--- src/rtl/dplca_pkg.sv ---
// Shared DPLCA encodings, widths and helpers for the TXOP claim tracker.
package dplca_pkg;

  localparam int unsigned TXOP_TBL_W = 256;
  localparam int unsigned ID_W       = 8;

  // PLCA RS rx_cmd / tx_cmd encodings
  typedef enum logic [1:0] {
    BEACON = 2'b00,
    COMMIT = 2'b01,
    NONE   = 2'b10
  } plca_cmd_e;

  typedef enum logic {
    FAIL = 1'b0,
    OK   = 1'b1
  } plca_status_e;

  typedef enum logic {
    OFF = 1'b0,
    ON  = 1'b1
  } dplca_ctl_e;

  // Status bundle presented to the DPLCA state diagram
  typedef struct packed {
    logic            upd;
    logic            new_age;
    logic [ID_W-1:0] txop_id;
    logic [ID_W-1:0] node_count;
  } txop_status_t;

  // v+1, saturating at all-ones
  function automatic logic [ID_W-1:0] sat_inc(input logic [ID_W-1:0] v);
    return (v == '1) ? v : v + ID_W'(1);
  endfunction

endpackage

--- src/rtl/dplca_claim_bitmap.sv ---
// Two-bank TXOP claim bitmap: current and previous aging period, registered union.
module dplca_claim_bitmap
  import dplca_pkg::*;
#(
  parameter int unsigned MAX_ID = 255
) (
  input  logic                  clk,
  input  logic                  clr,
  input  logic                  set_en,
  input  logic [ID_W-1:0]       set_id,
  input  logic                  rollover,
  output logic [TXOP_TBL_W-1:0] claim_table
);

  logic [TXOP_TBL_W-1:0] cur_q;
  logic [TXOP_TBL_W-1:0] prev_q;
  logic [TXOP_TBL_W-1:0] set_vec;
  logic [TXOP_TBL_W-1:0] cur_set;
  logic [TXOP_TBL_W-1:0] cur_d;
  logic [TXOP_TBL_W-1:0] prev_d;

  // Next bank contents; a same-cycle claim lands before the rollover copy
  always_comb begin
    set_vec = '0;
    if (set_en && (32'(set_id) <= MAX_ID)) begin
      set_vec[set_id] = 1'b1;
    end
    cur_set = cur_q | set_vec;
    cur_d   = rollover ? '0 : cur_set;
    prev_d  = rollover ? cur_set : prev_q;
  end

  // Bank registers and the registered union seen by the state diagram
  always_ff @(posedge clk) begin
    if (clr) begin
      cur_q       <= '0;
      prev_q      <= '0;
      claim_table <= '0;
    end else begin
      cur_q       <= cur_d;
      prev_q      <= prev_d;
      claim_table <= cur_d | prev_d;
    end
  end

endmodule

--- src/rtl/dplca_txop_table.sv ---
// DPLCA TXOP claim tracker: beacon edge detect, TXOP/aging counters, output registers.
module dplca_txop_table
  import dplca_pkg::*;
#(
  parameter int unsigned MAX_ID = 255,
  parameter int unsigned CNT_W  = 16
) (
  input  logic                  clk,
  input  logic                  plca_reset,
  input  logic                  dplca_aging,
  input  logic [1:0]            rx_cmd,
  input  logic                  txop_end,
  input  logic [ID_W-1:0]       cur_id,
  input  logic                  txop_claimed,
  input  logic [CNT_W-1:0]      aging_cycles,
  output logic                  dplca_txop_table_upd,
  output logic                  dplca_new_age,
  output logic [ID_W-1:0]       dplca_txop_id,
  output logic [ID_W-1:0]       dplca_txop_node_count,
  output logic [TXOP_TBL_W-1:0] txop_claim_table
);

  localparam int unsigned AGE_W = CNT_W + 1;

  logic               clr;
  logic               bcn_prev_q;
  logic               beacon_edge;
  logic               rollover;
  logic [ID_W-1:0]    end_cnt;
  logic [ID_W-1:0]    txop_cnt_q;
  logic [ID_W-1:0]    txop_cnt_d;
  logic [CNT_W-1:0]   age_cnt_q;
  logic [CNT_W-1:0]   age_cnt_d;
  logic [AGE_W-1:0]   age_next;
  logic [AGE_W-1:0]   age_limit;
  txop_status_t       stat_q;
  txop_status_t       stat_d;

  assign clr = plca_reset | ~dplca_aging;

  // Event decode and next-state for counters and status outputs
  always_comb begin
    beacon_edge = (rx_cmd == BEACON) && !bcn_prev_q;
    end_cnt     = sat_inc(cur_id);
    age_next    = {1'b0, age_cnt_q} + AGE_W'(1);
    age_limit   = (aging_cycles == '0) ? AGE_W'(1) : {1'b0, aging_cycles};
    rollover    = beacon_edge && (age_next >= age_limit);

    txop_cnt_d  = txop_cnt_q;
    age_cnt_d   = age_cnt_q;
    stat_d      = stat_q;
    stat_d.upd  = beacon_edge | txop_end;

    if (beacon_edge) begin
      txop_cnt_d        = '0;
      stat_d.txop_id    = '0;
      stat_d.node_count = txop_end ? end_cnt : txop_cnt_q;
      age_cnt_d         = rollover ? '0 : age_next[CNT_W-1:0];
    end else if (txop_end) begin
      txop_cnt_d     = end_cnt;
      stat_d.txop_id = cur_id;
    end

    if (rollover) begin
      stat_d.new_age = 1'b1;
    end else if (beacon_edge || txop_end) begin
      stat_d.new_age = 1'b0;
    end
  end

  // State and output registers; reset or aging-off clears everything
  always_ff @(posedge clk) begin
    if (clr) begin
      bcn_prev_q <= 1'b0;
      txop_cnt_q <= '0;
      age_cnt_q  <= '0;
      stat_q     <= '0;
    end else begin
      bcn_prev_q <= (rx_cmd == BEACON);
      txop_cnt_q <= txop_cnt_d;
      age_cnt_q  <= age_cnt_d;
      stat_q     <= stat_d;
    end
  end

  dplca_claim_bitmap #(
    .MAX_ID (MAX_ID)
  ) u_bitmap (
    .clk         (clk),
    .clr         (clr),
    .set_en      (txop_end & txop_claimed),
    .set_id      (cur_id),
    .rollover    (rollover),
    .claim_table (txop_claim_table)
  );

  assign dplca_txop_table_upd  = stat_q.upd;
  assign dplca_new_age         = stat_q.new_age;
  assign dplca_txop_id         = stat_q.txop_id;
  assign dplca_txop_node_count = stat_q.node_count;

endmodule
--- config.mk ---
export PLATFORM = sky130hd
export DESIGN_NAME = dplca_txop_table
export DESIGN_NICKNAME = d
export VERILOG_FILES = /design/src/rtl/dplca_pkg.sv /design/src/rtl/dplca_claim_bitmap.sv /design/src/rtl/dplca_txop_table.sv
export SDC_FILE = /design/constraint.sdc
export NUM_CORES = 1
export LEC_CHECK = 0
export ABC_AREA = 0
export BUFFER_PORTS_ARGS = -buffer_cell sky130_fd_sc_hd__buf_4
export CAP_MARGIN = 20
export CORE_MARGIN = 2
export CORE_UTILIZATION = 45
export CTS_BUF_LIST = sky130_fd_sc_hd__clkbuf_8
export CTS_CLUSTER_DIAMETER = 60
export DETAILED_ROUTE_END_ITERATION = 10
export GPL_TIMING_DRIVEN = 0
export PLACE_DENSITY = 0.68
export SLEW_MARGIN = 15
export SYNTH_ARGS = -nofsm -noshare
export SYNTH_HDL_FRONTEND = slang
export SYNTH_SLANG_ARGS = --single-unit
export TNS_END_PERCENT = 1
--- constraint.sdc ---
create_clock -name clk -period 3 [get_ports clk]
set_input_delay 0.6 -clock clk [delete_from_list [all_inputs] [get_ports clk]]
set_output_delay 0.6 -clock clk [all_outputs]
set_load 0.1 [all_outputs]
-- Yosys cells after proc, flatten, opt, wreduce, memory -nomap -nowiden
Cells that the tools add are included.
- $add $sub $neg: 2
- $mul: 0
- divide/modulo/power cells: 0
- order comparisons: 3
- equality and inequality tests: 1
- shifts and indexed selects: 0
- multiplexer cells: 11
- bitwise operators: 6
- reduce and logical (&&, ||, !) cells: 9
- operator list (operator ; number):
    $mux 256 ; 3
    $or 256x256->256 ; 2
    $mux 16 ; 2
    $add 16x1->17 const B ; 1
    $ge 17x16->1 ; 1
    $logic_not 16->1 ; 1
    $mux 8 ; 2
    $lt 8x9->1 const B ; 1
    $add 8x1->8 const B ; 1
    $demux 1 s8 ; 1
    $eq 8x8->1 const B ; 1
    $ge 8x1->1 const B ; 1
    $logic_and 1x1->1 ; 3
    $mux 1 ; 3
    $logic_not 2->1 ; 1
    $or 1x1->1 ; 2
    $reduce_bool 2->1 ; 1
    $reduce_or 2->1 ; 1
    $and 1x1->1 ; 1
    $logic_not 1->1 ; 1
    $logic_or 1x1->1 ; 1
    $not 1->1 ; 1
- flip-flop bits (word level): 811
- bits in latches: 0
- bits in writable memories: 0
- memory bits (read-only): 0
- output and inout port bits: 274
- logic and storage cells: 42
- memories: 0

-- Logic depth before layout (Yosys ltp)
- depth after elaboration: 8
- gate-level depth with buffers: 14
- gate-level depth less buffers: 12

-- Cells and area by module
Synthesis repeated with hierarchy kept, for this count alone.
- cell total of the unflattened synthesis: 3252
- area, all modules: 29430.7 um^2
- by module, submodules not included (module ; instances ; cells each ; area each (um^2) ; sequential area each (um^2)):
    dplca_claim_bitmap ; 1 ; 2940 ; 26924.6 ; 15374.7
    dplca_txop_table ; 1 ; 312 ; 2506.2 ; 860.8

-- Least setup slack after synthesis
OpenSTA, ideal clock, no wires.
- path type: flip-flop to flip-flop
- start: reg age_cnt_q[0]
- end: reg u_bitmap.prev_q[208]
- setup time: 0.071 ns
- data arrival time: 3.134 ns
- required time: 2.929 ns
- slack: -0.206 ns
- cell stages (with the launch flop): 15
- buffers on the path: 2
- cell sequence: dfxtp_1 > ha_1 > and3_1 > nand3_4 > or2_2 > xnor2_1 > ha_1 > nand4_1 > nor2_1 > a221oi_1 > nand4_4 > a21oi_4 > buf_2 > buf_2 > o2bb2ai_1
- cells in the longest elaborated chain, start to end: 4
- RTL lines (item ; RTL line ; RTL):
    start, declared ; dplca_txop_table.sv:32 ; logic [CNT_W-1:0] age_cnt_q;
    start signal, assigned ; dplca_txop_table.sv:81 ; age_cnt_q <= age_cnt_d;
    $add 16x1->17 ; dplca_txop_table.sv:45 ; age_next = {1'b0, age_cnt_q} + AGE_W'(1);
    $ge 17x16->1 ; dplca_txop_table.sv:47 ; rollover = beacon_edge && (age_next >= age_limit);
    $logic_and 1x1->1 ; dplca_txop_table.sv:47 ;
    $mux 256 ; dplca_claim_bitmap.sv:30 ; prev_d = rollover ? cur_set : prev_q;
    end signal, assigned ; dplca_claim_bitmap.sv:41 ; prev_q <= prev_d;
    end, declared ; dplca_claim_bitmap.sv:16 ; logic [TXOP_TBL_W-1:0] prev_q;
Every way passes these cells.
A chain may end at the register's enable or synchronous reset.

-- Worst setup path in the final report
- start: reg age_cnt_q[0]
- end: reg u_bitmap.prev_q[136]
Same word-level chain as after synthesis.

==> results by group <==
Route
  • DRT iter0 DRCs: 1367
  • Remaining DRCs: 0
  • Vias: 20200
  • WL/cell: 21.1 µm
  • DRT antenna net count: 0
  • Drt via density: 5.52
  • Initial DRT Pass Iterations: 5
  • Final WL: 77400 µm

Setup path
  • Critical Path AT: 3.93 ns
  • Setup CP Type: reg -> reg
  • Required time of the critical path: 3.63 ns
  • Largest stage delay, worst path: 0.39 ns
  • CP startpoint kind: flip-flop
  • Worst path slowest cell: dfxtp_4
  • CP cell instances: ha_4, and3_4, nand3_4, or2_4, xnor2_2, ha_1, nand4_1, buf_4, nor3_4, o31ai_4, nand4_4, buf_6, nand3_4, buf_12, buf_12, buf_6, o2bb2ai_1
  • Critical Path End Type: flip-flop
  • Worst-path maximum fanout: 10

Synth
  • Syn nets: 2401
  • XOR/XNOR Fraction of Synth Area: 0.00877
  • Synth top cells by count: dfxtp_1 (811), o2bb2ai_1 (512), nor2_1 (325), a21oi_1 (245), clkbuf_1 (85)
  • Leading register cell type out of synthesis: dfxtp_1
  • Synth warnings: 0
  • Synth area leaders: dfxtp_1 (63%), o2bb2ai_1 (17%), a21oi_1 (4.7%)
  • Count leader, synth: dfxtp_1
  • Syn_area_per_cell: 11.1 µm²
  • Ys async rst share: 0
  • EDFF count, synth: 0
  • Synth Area in Compound Gates: 0.235
  • Simple-gate portion of the synthesized area: 0.0721
  • Synth Area in Adders: 0.0101
  • Synthesized flop and latch total: 811
  • Cell Area, Synth: 26000 µm²
  • Top cell type's share of synthesized area: 0.625
  • Post-synthesis mux area share: 0.00462
  • Post-synthesis sequential area ratio: 0.625
  • Yosys top cell by area: dfxtp_1
  • Synth cell types: 44
  • Combinational family with the most area after synthesis: compound AO/OA/AOI/OAI gates
  • Syn Inst Count: 2349

Worst hold path
  • HP Class: in -> reg

Placed design
  • Routability cong.: 0.867
  • Dpl hpwl: 51500 µm
  • Port Buffers: 302
  • Pre-CTS worst setup slack: -1.10 ns
  • DP Area: 29300 µm²

Cells and area
  • Layout Nets: 2852
  • Fin util: 0.591
  • Area Growth Syn to Fin: 30.6%
  • Finished Cell Area: 33900 µm²
  • Layout cells sized above 1: 0.286

Clock network
  • Root Buffer: clkbuf_8
  • H-tree depth: 3
  • Clock Path Buffers: 3
  • Worst-path clk slew: 0.06 ns
  • CTS tree: built
  • Num CTS Buffers: 121
  • Skew-Pair Late Insertion Delay: 0.75 ns
  • Clock sink count: 811

Timing
  • RSZ-0062 raised after global routing: yes
  • Final hold violations: 0
  • Fin crit period: 3.30 ns
  • Max_slew headroom: 0.197
  • Worst hold slack: 0.150 ns
  • Worst Skew: 0.0502 ns
  • Final setup viols: 775
  • Post-route setup slack: -0.301 ns
  • Worst-margin pin slew: 1.20 ns
  • Tcrit/Tclk final: 1.10
  • Achievable frequency: 303 MHz
  • Max-slew violation count: 0

Floorplan
  • Die Y: 244 µm
  • I/O pin count: 305
  • Initial core utilization: 0.453
  • Full die area: 59700 µm²
  • Core ar.: 57400 µm²
  • FP Rows: 88
  • Die Span X: 244 µm

Power
  • Peak VDD IR: 379 µV
  • Post-layout total power: 21.1 mW
  • LEAKAGE: 12.8 nW
  • Power per cell area: 622 nW/µm²

GRT
  • Global-route wire length before repair: 116000 µm
  • Number of global-route vias before repair: 20000
  • Global-route usage over all layers: 0.250
  • Largest net degree at the start of global routing: 18
  • Gr ovfl total: 0
  • Initial antenna violation count: 2

Status
  • Status: finished with violations
  • Failing checks: negative setup slack

Job
  • Max-cap violations: 0
## registers in the layout, summed over array words and instances (netlist names)
name	count
txop_cnt_q	8
bcn_prev_q	1
dplca_txop_table_upd	1
dplca_txop_node_count	8
age_cnt_q	16
dplca_new_age	1
u_bitmap.prev_q	256
u_bitmap.cur_q	256
u_bitmap.claim_table	256
dplca_txop_id	8
## path summary, 6_finish.rpt
| kind | startpoint | endpoint | slack, ns | depth (start not counted) |
|---|---|---|---|---|
| max reg2reg | age_cnt_q[0] | u_bitmap.prev_q[136] | -0.30 | 17 |
| min reg2reg | u_bitmap.prev_q[6] | u_bitmap.claim_table[6] | 0.45 | 1 |
| min | cur_id[0] | dplca_txop_id[0] | 0.15 | 3 |
| max | age_cnt_q[0] | u_bitmap.prev_q[136] | -0.30 | 17 |
## through the flow
stage          setup TNS (ns)  std cells
2_1_floorplan           -7.60       2349
3_3_place_gp          -537.96       3416
3_5_place_dp          -532.12       3418
6_report              -141.91       3665
4_1_cts                -93.31       3659
5_1_grt               -256.58       3664
## logic make-up after synthesis
| group | Yosys count |
|---|---|
| buffers and inverters | 219 |
| flip-flops | 811 |
| multiplexers | 12 |
| XOR/XNOR | 26 |
| AO/OA/AOI/OAI | 816 |
| AND/OR/NAND/NOR | 444 |
| adder cells (fa/ha/maj) | 21 |
## critical path, delay by kind of cell (launching register included)
kind                       cells  cell delay, ns
buffers and inverters          5            0.85
and+or+nand+nor                7            1.10
DFF                            1            0.39
AOI/OAI and AO/OA              2            0.25
xor gates and xnor gates       1            0.14
adders and majority gates      2            0.45
## cells in the final DEF (no fill, tap or decap), drive strengths merged, types with 9 or more instances in the layout
master     n
dfxtp    811
o2bb2ai  512
buf      438
nor2     325
clkbuf   251
a21oi    246
inv       51
nand2     44
a31oi     26
ha        21
xnor2     18
clkinv    18
nor3      18
mux2i     12
nand3     11
and3       9
## routing by layer
layer	wire length (µm)	global-route usage	vias up
li1	-	-	9443
met1	32500	0.317	9897
met2	36100	0.403	719
met3	6140	0.0686	154
met4	2540	0.103	0
met5	0	0	-
## where the power goes
| part | total [mW] | switching (mW) | internal (mW) |
|---|---|---|---|
| clock network | 9.54 | 4.28 | 5.26 |
| registers | 10.8 | 0.00728 | 10.8 |
| logic | 0.786 | 0.559 | 0.227 |
## layout make-up
type / instances / area, µm²
tap: 765 / 957
multi-input combinational: 1319 / 9770
fill: 4628 / 23400
clock buffer: 162 / 2230
clock inverter: 59 / 425
inverter: 18 / 67.6
buffer: 201 / 1610
antenna: 2 / 5.00
timing repair buffer: 328 / 2600
sequential: 811 / 16300
## what timing repair did
item	4_1_cts	5_1_grt
gates cloned	4	2
endpoints found under the setup margin	785	784
pin swaps	14	23
buffers inserted	14	1
endpoints found under the hold margin	1	0
hold buffers	2	0
gates resized for setup	198	161
Power figures use the tool's default switching activity.
